### src/rtl/dec_pkg.sv
// Shared RV32 decode constants, instruction-type codes and the decoded control bundle.
package dec_pkg;

  localparam logic [6:0] OPC_LUI    = 7'b0110111;
  localparam logic [6:0] OPC_AUIPC  = 7'b0010111;
  localparam logic [6:0] OPC_JAL    = 7'b1101111;
  localparam logic [6:0] OPC_JALR   = 7'b1100111;
  localparam logic [6:0] OPC_BRANCH = 7'b1100011;
  localparam logic [6:0] OPC_LOAD   = 7'b0000011;
  localparam logic [6:0] OPC_STORE  = 7'b0100011;
  localparam logic [6:0] OPC_OPIMM  = 7'b0010011;
  localparam logic [6:0] OPC_OP     = 7'b0110011;
  localparam logic [6:0] OPC_SYSTEM = 7'b1110011;

  localparam logic [2:0] F3_B   = 3'b000;
  localparam logic [2:0] F3_H   = 3'b001;
  localparam logic [2:0] F3_W   = 3'b010;
  localparam logic [2:0] F3_SLL = 3'b001;
  localparam logic [2:0] F3_SRX = 3'b101;

  localparam logic [3:0] INST_NONE   = 4'd0;
  localparam logic [3:0] INST_LUI    = 4'd1;
  localparam logic [3:0] INST_AUIPC  = 4'd2;
  localparam logic [3:0] INST_JAL    = 4'd3;
  localparam logic [3:0] INST_JALR   = 4'd4;
  localparam logic [3:0] INST_BRANCH = 4'd5;
  localparam logic [3:0] INST_LOAD   = 4'd6;
  localparam logic [3:0] INST_STORE  = 4'd7;
  localparam logic [3:0] INST_IMM    = 4'd8;
  localparam logic [3:0] INST_REG    = 4'd9;
  localparam logic [3:0] INST_SYS    = 4'd10;

  typedef struct packed {
    logic [3:0] alu_op;
    logic [3:0] mem_wbmask;
    logic       is_mem_sign;
    logic [3:0] inst_type;
    logic       ebreak;
    logic       illegal;
  } dec_entry_t;

  // ECALL and EBREAK are the only legal SYSTEM encodings, and both stop intake.
  function automatic logic is_trap(dec_entry_t e);
    return (e.inst_type == INST_SYS) && !e.illegal;
  endfunction

endpackage

### src/rtl/dec_core.sv
// Purely combinational RV32I/E instruction decoder; illegal encodings zero every decoded field.
module dec_core import dec_pkg::*; #(
  parameter int unsigned XLEN     = 32,
  parameter int unsigned REG_ID_W = 5
) (
  input  logic [XLEN-1:0]     i_inst,
  output logic [REG_ID_W-1:0] o_rd,
  output logic [REG_ID_W-1:0] o_rs1,
  output logic [REG_ID_W-1:0] o_rs2,
  output logic [XLEN-1:0]     o_imm,
  output dec_entry_t          o_ctrl
);

  logic [6:0]  w_opc;
  logic [2:0]  w_f3;
  logic [31:0] w_imm_i, w_imm_s, w_imm_b, w_imm_u, w_imm_j, w_imm;
  logic        w_reg_bad, w_bad;
  dec_entry_t  w_ctrl;

  assign w_opc   = i_inst[6:0];
  assign w_f3    = i_inst[14:12];
  assign w_imm_i = {{20{i_inst[31]}}, i_inst[31:20]};
  assign w_imm_s = {{20{i_inst[31]}}, i_inst[31:25], i_inst[11:7]};
  assign w_imm_b = {{19{i_inst[31]}}, i_inst[31], i_inst[7], i_inst[30:25], i_inst[11:8], 1'b0};
  assign w_imm_u = {i_inst[31:12], 12'b0};
  assign w_imm_j = {{11{i_inst[31]}}, i_inst[31], i_inst[19:12], i_inst[20], i_inst[30:21], 1'b0};

  // Raw index fields are checked regardless of opcode, so RV32E rejects any x16..x31 encoding.
  assign w_reg_bad = ((i_inst[11:7] >> REG_ID_W) != 5'd0) ||
                     ((i_inst[19:15] >> REG_ID_W) != 5'd0) ||
                     ((i_inst[24:20] >> REG_ID_W) != 5'd0);

  always_comb begin
    w_ctrl = '0;
    w_imm  = '0;
    w_bad  = 1'b0;
    case (w_opc)
      OPC_LUI:   begin w_ctrl.inst_type = INST_LUI;   w_imm = w_imm_u; end
      OPC_AUIPC: begin w_ctrl.inst_type = INST_AUIPC; w_imm = w_imm_u; end
      OPC_JAL:   begin w_ctrl.inst_type = INST_JAL;   w_imm = w_imm_j; end
      OPC_JALR:  begin w_ctrl.inst_type = INST_JALR;  w_imm = w_imm_i; end
      OPC_BRANCH: begin
        w_ctrl.inst_type = INST_BRANCH;
        w_imm            = w_imm_b;
        w_bad            = (w_f3 == 3'b010) || (w_f3 == 3'b011);
      end
      OPC_LOAD: begin
        w_ctrl.inst_type   = INST_LOAD;
        w_ctrl.is_mem_sign = !w_f3[2];
        w_imm              = w_imm_i;
        w_bad              = (w_f3 == 3'b011) || (w_f3 == 3'b110) || (w_f3 == 3'b111);
      end
      OPC_STORE: begin
        w_ctrl.inst_type = INST_STORE;
        w_imm            = w_imm_s;
        case (w_f3)
          F3_B:    w_ctrl.mem_wbmask = 4'b0001;
          F3_H:    w_ctrl.mem_wbmask = 4'b0011;
          F3_W:    w_ctrl.mem_wbmask = 4'b1111;
          default: w_bad = 1'b1;
        endcase
      end
      OPC_OPIMM: begin
        w_ctrl.inst_type = INST_IMM;
        w_ctrl.alu_op    = {i_inst[30] & (w_f3 == F3_SRX), w_f3};
        w_imm            = ((w_f3 == F3_SLL) || (w_f3 == F3_SRX)) ? {27'b0, i_inst[24:20]}
                                                                  : w_imm_i;
      end
      OPC_OP: begin
        w_ctrl.inst_type = INST_REG;
        w_ctrl.alu_op    = {i_inst[30], w_f3};
      end
      OPC_SYSTEM: begin
        w_ctrl.inst_type = INST_SYS;
        if (i_inst[31:7] == 25'h0002000) begin
          w_ctrl.ebreak = 1'b1;
        end else if (i_inst[31:7] != 25'h0) begin
          w_bad = 1'b1;
        end
      end
      default: w_bad = 1'b1;
    endcase
    if ((i_inst[1:0] != 2'b11) || w_reg_bad) begin
      w_bad = 1'b1;
    end
    if (w_bad) begin
      w_ctrl         = '0;
      w_ctrl.illegal = 1'b1;
      w_imm          = '0;
    end
  end

  assign o_ctrl = w_ctrl;
  assign o_imm  = XLEN'($signed(w_imm));
  assign o_rd   = w_bad ? '0 : i_inst[7 +: REG_ID_W];
  assign o_rs1  = w_bad ? '0 : i_inst[15 +: REG_ID_W];
  assign o_rs2  = w_bad ? '0 : i_inst[20 +: REG_ID_W];

endmodule

### src/rtl/dec_pipe.sv
// Decode stage: dec_core feeding a circular output FIFO, with a RUN/HALT trap state machine.
module dec_pipe import dec_pkg::*; #(
  parameter int unsigned XLEN     = 32,
  parameter int unsigned REG_ID_W = 5,
  parameter int unsigned DEPTH    = 2
) (
  input  logic                clock,
  input  logic                reset,
  input  logic                flush,
  input  logic                in_valid,
  output logic                in_ready,
  input  logic [XLEN-1:0]     in_inst,
  input  logic [XLEN-1:0]     in_pc,
  output logic                out_valid,
  input  logic                out_ready,
  output logic [XLEN-1:0]     out_pc,
  output logic [REG_ID_W-1:0] out_rd,
  output logic [REG_ID_W-1:0] out_rs1,
  output logic [REG_ID_W-1:0] out_rs2,
  output logic [XLEN-1:0]     out_imm,
  output logic [3:0]          out_alu_op,
  output logic [3:0]          out_mem_wbmask,
  output logic                out_is_mem_sign,
  output logic [3:0]          out_inst_type,
  output logic                out_ebreak,
  output logic                out_illegal,
  output logic                halted
);

  localparam int unsigned PW = $clog2(DEPTH);
  localparam int unsigned CW = PW + 1;

  typedef enum logic [0:0] {StRun, StHalt} state_t;

  typedef struct packed {
    logic [XLEN-1:0]     pc;
    logic [XLEN-1:0]     imm;
    logic [REG_ID_W-1:0] rd;
    logic [REG_ID_W-1:0] rs1;
    logic [REG_ID_W-1:0] rs2;
    dec_entry_t          ctrl;
  } slot_t;

  state_t          r_state, w_state_next;
  logic [CW-1:0]   r_count;
  logic [PW-1:0]   r_wr_ptr, r_rd_ptr;
  slot_t           r_mem [DEPTH];
  slot_t           w_new, w_head;
  logic            w_push, w_pop;

  dec_core #(
    .XLEN     (XLEN),
    .REG_ID_W (REG_ID_W)
  ) u_core (
    .i_inst (in_inst),
    .o_rd   (w_new.rd),
    .o_rs1  (w_new.rs1),
    .o_rs2  (w_new.rs2),
    .o_imm  (w_new.imm),
    .o_ctrl (w_new.ctrl)
  );
  assign w_new.pc = in_pc;

  assign out_valid = (r_count != '0);
  assign w_pop     = out_valid && out_ready;
  // Gating with reset keeps any handshake from completing while reset is held.
  assign in_ready  = !reset && (r_state == StRun) && !flush &&
                     ((r_count < CW'(DEPTH)) || w_pop);
  assign w_push    = in_valid && in_ready;
  assign halted    = (r_state == StHalt);

  always_comb begin
    w_state_next = r_state;
    if (flush) begin
      w_state_next = StRun;
    end else if ((r_state == StRun) && w_push && is_trap(w_new.ctrl)) begin
      w_state_next = StHalt;
    end
  end

  always_ff @(posedge clock or posedge reset) begin
    if (reset) begin
      r_state  <= StRun;
      r_count  <= '0;
      r_wr_ptr <= '0;
      r_rd_ptr <= '0;
    end else begin
      r_state <= w_state_next;
      if (flush) begin
        r_count  <= '0;
        r_wr_ptr <= '0;
        r_rd_ptr <= '0;
      end else begin
        if (w_push) r_wr_ptr <= r_wr_ptr + PW'(1);
        if (w_pop)  r_rd_ptr <= r_rd_ptr + PW'(1);
        if (w_push && !w_pop) begin
          r_count <= r_count + CW'(1);
        end else if (w_pop && !w_push) begin
          r_count <= r_count - CW'(1);
        end
      end
    end
  end

  always_ff @(posedge clock) begin
    if (w_push) begin
      r_mem[r_wr_ptr] <= w_new;
    end
  end

  assign w_head          = out_valid ? r_mem[r_rd_ptr] : '0;
  assign out_pc          = w_head.pc;
  assign out_imm         = w_head.imm;
  assign out_rd          = w_head.rd;
  assign out_rs1         = w_head.rs1;
  assign out_rs2         = w_head.rs2;
  assign out_alu_op      = w_head.ctrl.alu_op;
  assign out_mem_wbmask  = w_head.ctrl.mem_wbmask;
  assign out_is_mem_sign = w_head.ctrl.is_mem_sign;
  assign out_inst_type   = w_head.ctrl.inst_type;
  assign out_ebreak      = w_head.ctrl.ebreak;
  assign out_illegal     = w_head.ctrl.illegal;

endmodule
### config.mk
export PLATFORM = sky130hd
export DESIGN_NAME = dec_pipe
export DESIGN_NICKNAME = d
export VERILOG_FILES = /design/src/rtl/dec_pkg.sv /design/src/rtl/dec_core.sv /design/src/rtl/dec_pipe.sv
export SDC_FILE = /design/constraint.sdc
export NUM_CORES = 1
export LEC_CHECK = 0
export ABC_AREA = 1
export CORE_MARGIN = 1
export CORE_UTILIZATION = 56
export DETAILED_ROUTE_END_ITERATION = 8
export GPL_TIMING_DRIVEN = 0
export HOLD_SLACK_MARGIN = 0.03
export PLACE_DENSITY = 0.93
export SYNTH_ARGS = -nofsm -noshare
export SYNTH_HDL_FRONTEND = slang
export SYNTH_SLANG_ARGS = --single-unit
### constraint.sdc
create_clock -name clock -period 11.7 [get_ports clock]
set_clock_uncertainty 0.15 [all_clocks]
set_input_delay 2.34 -clock clock [delete_from_list [all_inputs] [get_ports clock]]
set_output_delay 2.34 -clock clock [all_outputs]
set_load 0.05 [all_outputs]
==> results by group, run 1 <==
GRT
  • Met3 global-route usage: 0.0797
  • Grt met1 use: 0.351
  • Gr busiest metal: met2
  • Vias in the first global route: 6562
  • GRT overflow: 0
  • First-pass GRT wire length: 33200 microns
  • Initial antenna violation count: 1
  • Gr usage total: 0.299
  • Pin count of the biggest net entering global routing: 29
  • Routing usage on met2: 0.515

Worst setup path
  • CP arrival: 4.17 ns
  • Reg2Reg Depth: 7
  • Worst R2R End: r_mem[0][37]$_DFFE_PP_
  • R2R Setup Slk: 9.21 ns
  • Required time of the critical path: 9.21 ns
  • Worst r2r src: halted$_DFFE_PP0P_
  • WS Path Type: in2out
  • Worst Setup End Kind: output port
  • Max FO, Critical Path: 6
  • CP startpoint kind: input port

Synth
  • Post-synthesis register bit count: 191
  • Post-synth top cells: nand2_1, edfxtp_1, nor2_1, a21oi_1, inv_1
  • Top cells by area, synth: edfxtp_1, nand2_1, a21oi_1
  • Mapped Cells: 785
  • Post-synth net total: 854
  • Sequential fraction of the synthesis area: 0.687
  • Count leader, synth: nand2_1
  • Synth Flop Type: edfxtp_1
  • Post-synth top area share: 0.672
  • EDFF count, synth: 186
  • Post-synth top area cell: edfxtp_1
  • Yosys warnings: 0
  • Synth Cell Area: 0.00831 sq mm
  • Distinct cell type count after synthesis: 29
  • Mean area per synthesized cell: 10.6 sq um
  • Asr flop ratio synth: 0.0262

Cells and area
  • Area Overhead vs Synth: 32.2%
  • Fillers: 907
  • Share of cells above drive strength 1: 0.0840
  • Fin nets: 1044

Min path
  • Hold Path Origin: r_count[1]$_DFFE_PP0P_
  • Hold Crit Depth: 2
  • Worst hold endpoint: r_count[1]$_DFFE_PP0P_
  • Hold Path Class: reg2reg

Pwr
  • Sequential share of power: 0.333
  • Psw: 0.913 mW
  • Max VDD drop: 0.000118 V
  • Net Sw Frac: 0.394
  • Leak: 3.88 nW
  • Combinational power share: 0.390
  • Pwr/cell area: 211 mW/mm^2
  • Power share of the clock group: 0.278
  • Cell internal pwr: 1.40 mW

Timing
  • Setup TNS: 0 ns
  • Fin crit period: 6.66 ns
  • Hold Vio Cnt, Final: 0
  • Max-slew violations: 0
  • Fin crit share: 0.569
  • Worst Tran Pin Value: 0.690 ns
  • Final setup viols: 0
  • Slew HR: 0.540
  • Hold slack: 0.441 ns
  • Fmax: 150 MHz
  • RSZ-0062 raised after global routing: false

Place
  • GP Congestion: 0.935
  • IO Port Bufs: 165
  • Hpwl dp: 14900 microns

Floorplan
  • FP Rows: 44
  • Die height: 124 microns
  • Die Width: 124 microns
  • Io pins: 166
  • Die area: 0.0153 sq mm
  • Initial Util: 0.574
  • Core area: 0.0145 sq mm

Outcome
  • Status: complete, no violations

CTS
  • Post-CTS Resized: 0
  • CTS tree: done
  • Post CTS Setup Buffer Count: 0
  • Worst skew pair latency: 0.43 ns
  • Clock transition at the registers of the reported paths: 0.06 ns
  • Max H-tree Level: 4
  • Root Driver: clkbuf_16
  • CTS buffer count: 17
  • Sinks on Clock Net: 191
  • Clk buf depth: 2
  • Hold_buf cts: 0

Detailed routing
  • Number of DRC markers in iteration 0: 635
  • DR vias: 6630
  • WL final: 21900 microns
  • 1st-pass router iterations: 5
  • Remaining antenna violation count: 0
  • Avg WL per Cell: 18.6 microns
  • DRC viols: 0
  • Vias per inst: 5.65

Job
  • Max-Cap Viols: 0
## kinds of logic (layout without fill, tap and decap cells)
family	count (synthesis)	after routing	share of synthesized area
AOI/OAI and AO/OA	127	127	0.0779
buffers and inverters	87	290	0.0423
DFF	191	191	0.687
other	0	1	0
and+or+nand+nor	380	380	0.192
## how the worst max path moves through the flow
stage / to / start / slack, ns / cells past startpoint
after global routing: in_ready / reset / 4.98 / 5
final: in_ready / reset / 5.04 / 5
after floorplan: r_mem[1][0]$_DFFE_PP_ / reset / 3.31 / 5
after global placement: r_mem[1][55]$_DFFE_PP_ / reset / 1.77 / 6
after CTS: in_ready / reset / 5.07 / 5
after detailed placement: in_ready / reset / 5.10 / 5
## critical path, stage by stage
cell and delay (ns):
clkdlybuf4s50_1 0.45, inv_1 0.22, nand3_1 0.11, a21oi_1 0.21
clkdlybuf4s50_1 0.85
## layout by cell type (no fill, tap or decap), drive strengths merged, types with 4 or more instances in the layout
| cell | count |
|---|---|
| nand3 | 17 |
| nor2 | 124 |
| nor3 | 5 |
| o21ai | 19 |
| edfxtp | 186 |
| dfrtp | 5 |
| bufinv | 5 |
| a22oi | 4 |
| buf | 19 |
| nand4 | 6 |
| nand2 | 227 |
| inv | 51 |
| a21oi | 103 |
| clkdlybuf4s50 | 165 |
| clkbuf | 44 |
## power groups by stage
stage,clock network [mW],registers (mW),logic (mW)
3_3_place_gp,0,0.788,0.877
5_1_grt,0.673,0.772,0.951
4_1_cts,0.646,0.771,0.903
2_1_floorplan,0,0.786,0.576
3_5_place_dp,0,0.785,0.895
6_report,0.643,0.771,0.904
## routing by layer
layer | wire [microns] | up-vias | part of all wire
li1 | - | 3054 | -
met3 | 2180 | 71 | 0.10
met5 | 13 | - | 0.00059
met4 | 670 | 2 | 0.031
met1 | 7830 | 3124 | 0.36
met2 | 11200 | 379 | 0.51
## per-stage QoR
step           worst slack, ns  utilization  instances  total power [mW]  cell area [sq um]
2_1_floorplan             3.31            -        785              1.36               8310
3_3_place_gp              1.77        0.704       1134              1.67              10200
3_5_place_dp              5.10        0.713       1140              1.68              10300
4_1_cts                   5.07        0.758       1172              2.32              11000
5_1_grt                   4.98        0.758       1172              2.40              11000
6_report                  5.04        0.759       1173              2.32              11000
## registers in the layout, summed over array words and instances (netlist names)
| register | cells |
|---|---|
| halted | 1 |
| r_mem | 186 |
| r_rd_ptr | 1 |
| r_count | 2 |
| r_wr_ptr | 1 |
## area by class of cell
class,count,area (sq um),share of cell area
multi-input combinational,507,2260,0.206
tap,184,230,0.0210
buffer,40,175,0.0159
clock inverter,15,231,0.0211
clock buffer,17,425,0.0387
inverter,47,176,0.0161
timing repair buffer,171,1770,0.161
antenna,1,2.50,0.000228
sequential,191,5710,0.520
(Power assumes the default switching activity.)
==> inputs of run 2 (changes only) <==
--- a/config.mk
+++ b/config.mk
@@ -7,11 +7,11 @@
 export LEC_CHECK = 0
 export ABC_AREA = 1
 export CORE_MARGIN = 1
-export CORE_UTILIZATION = 56
+export CORE_UTILIZATION = 52
 export DETAILED_ROUTE_END_ITERATION = 8
 export GPL_TIMING_DRIVEN = 0
 export HOLD_SLACK_MARGIN = 0.03
-export PLACE_DENSITY = 0.93
+export PLACE_DENSITY = 0.87
 export SYNTH_ARGS = -nofsm -noshare
 export SYNTH_HDL_FRONTEND = slang
 export SYNTH_SLANG_ARGS = --single-unit
==> constraint.sdc (replaced) <==
create_clock -name clock -period 6.4 [get_ports clock]
set_clock_uncertainty 0.15 [all_clocks]
set_input_delay 1.28 -clock clock [delete_from_list [all_inputs] [get_ports clock]]
set_output_delay 1.28 -clock clock [all_outputs]
set_load 0.05 [all_outputs]
==> run 2 against run 1 <==
  * Critical path depth up 2
  * Die area up 7.6%
  * Non-clock buffer count down 2
  * Via count down 5.4%
  * Combinational power up 80%
  * Count of clock-buffer cells in the layout unchanged
  * Global-route usage down 5.2 points
  * Hold slack worse by 0.046 ns
  * Largest cell class unchanged
  * Wire length down 8.7%
  * Final cell count up 2.0%
==> results by group, run 2 (synthesis results as in run 1) <==
Outcome
  • Status: complete, no violations

Cells and area
  • Most frequent cells in the layout: nand2_1, edfxtp_1, clkdlybuf4s50_1, nor2_1, a21oi_1
  • Largest register FFs: 186
  • Area Overhead vs Synth: 30.9%
  • Share of cells above drive strength 1: 0.0811
  • Most common cell after layout, fill and taps aside: nand2_1
  • Fin nets: 1042
  • ANT cells: 0
  • Top reg by flops: r_mem
  • Biggest regs: r_mem: 186 flops, r_count: 2 flops
  • Utilization after layout: 0.707

CTS
  • Post CTS Setup Buffer Count: 0
  • Max H-tree Level: 4
  • CTS tree: done
  • Sinks on Clock Net: 191
  • Clock transition at the registers of the reported paths: 0.07 ns
  • Post-CTS Resized: 0
  • Hold_buf cts: 0
  • CTS buffer count: 17
  • Worst skew pair latency: 0.42 ns
  • Clk buf depth: 2
  • Root Driver: clkbuf_16

Timing
  • Setup TNS: 0 ns
  • Setup WS post-layout: 1.68 ns
  • Final setup viols: 0
  • RSZ-0062 raised after global routing: false
  • Slew HR: 0.368
  • Max-slew violations: 0
  • Fmax: 212 MHz
  • Worst Tran Pin Value: 0.946 ns
  • Fin crit period: 4.72 ns
  • Fin crit share: 0.738
  • Hold Vio Cnt, Final: 0

Worst setup path
  • Max incr delay on CP: 0.86 ns
  • WS Path Type: reg2out
  • Most Frequent Cell on Critical Path: clkbuf_1
  • Slowest CP cell: clkdlybuf4s50_1
  • CP arrival: 3.29 ns
  • Max FO, Critical Path: 10
  • R2R Setup Slk: 3.65 ns
  • Required time of the critical path: 4.97 ns
  • CP startpoint kind: flip-flop
  • Reg2Reg Depth: 7
  • Worst path cell trace: clkbuf_1 > inv_1 > clkbuf_1 > clkbuf_1 > nand2_1 > a21oi_1 > clkdlybuf4s50_1
  • Worst Setup End Kind: output port

Floorplan
  • Die Width: 128 microns
  • Io pins: 166
  • Die height: 128 microns
  • Die area: 0.0165 sq mm
  • FP Rows: 45
  • Core area: 0.0154 sq mm
  • Initial Util: 0.540

Detailed routing
  • Number of DRC markers in iteration 0: 499
  • DR vias: 6272
  • WL final: 20000 microns
  • 1st-pass router iterations: 5
  • Vias per inst: 5.24
  • Avg WL per Cell: 16.7 microns
  • DRC viols: 0
  • Remaining antenna violation count: 0

Pwr
  • Total Power: 4.03 mW
  • Leak: 3.81 nW
  • Max VDD drop: 0.000262 V
  • Pwr/cell area: 370 mW/mm^2

GRT
  • First-pass GRT wire length: 30200 microns
  • Gr usage total: 0.247
  • Initial antenna violation count: 0
  • GRT overflow: 0
  • Vias in the first global route: 5996
  • Pin count of the biggest net entering global routing: 34

Place
  • GP Congestion: 0.930
  • IO Port Bufs: 165
  • Hpwl dp: 14100 microns
  • Pre-CTS setup slack: 1.96 ns

Job
  • Max-Cap Viols: 0

Min path
  • Hold Path Class: reg2reg
  • Hold Crit Depth: 2
==> run 2: worst max-delay path: cells and delay by family, from the launching register on <==
family                 cells  cell delay (ns)
buffers and inverters      5             2.12
AO/OA/AOI/OAI              1             0.28
flip-flops                 1             0.36
AND/OR/NAND/NOR            1             0.09
==> run 2: metrics by stage <==
stage | hold WS [ns] | area (sq um) | instances
2_1_floorplan | 0.336 | 8310 | 785
3_3_place_gp | 0.372 | 10200 | 1161
3_5_place_dp | 0.373 | 10300 | 1165
4_1_cts | 0.390 | 10900 | 1197
5_1_grt | 0.441 | 10900 | 1197
6_report | 0.395 | 10900 | 1197
==> run 2: report_power, final <==
part	internal [mW]	switching [mW]	total [mW]
Combinational	0.469	1.16	1.63
Sequential	1.40	0.0107	1.41
Clock	0.510	0.478	0.989
==> run 2: final cells by class <==
class	count	area, sq um
fillers	1096	4500
inverters	47	176
flip-flops and latches	191	5710
clock buffers	17	425
repair buffers	169	1730
plain buffers	40	175
clock inverters	15	130
multi-input cells	507	2260
well taps	211	264
==> run 2: per-layer routing <==
layer  routed length, microns  up-vias  global-route usage  share of wire
met2                    10000      240               0.425           0.50
li1                         -     3044                   -              -
met3                     1320       35              0.0474          0.066
met1                     8230     2953               0.314           0.41
met4                      390        0              0.0858          0.020
met5                        0        -                   0              0
==> run 2: worst paths after layout <==
check | to | from
worst max-delay path | out_imm[3] | r_rd_ptr$_DFFE_PP0P_
worst min-delay path | r_count[1]$_DFFE_PP0P_ | r_count[1]$_DFFE_PP0P_
worst max register to register | r_mem[0][58]$_DFFE_PP_ | halted$_DFFE_PP0P_
worst min register to register | r_count[1]$_DFFE_PP0P_ | r_count[1]$_DFFE_PP0P_
max in group asynchronous | r_rd_ptr$_DFFE_PP0P_ | reset
min in group asynchronous | halted$_DFFE_PP0P_ | reset
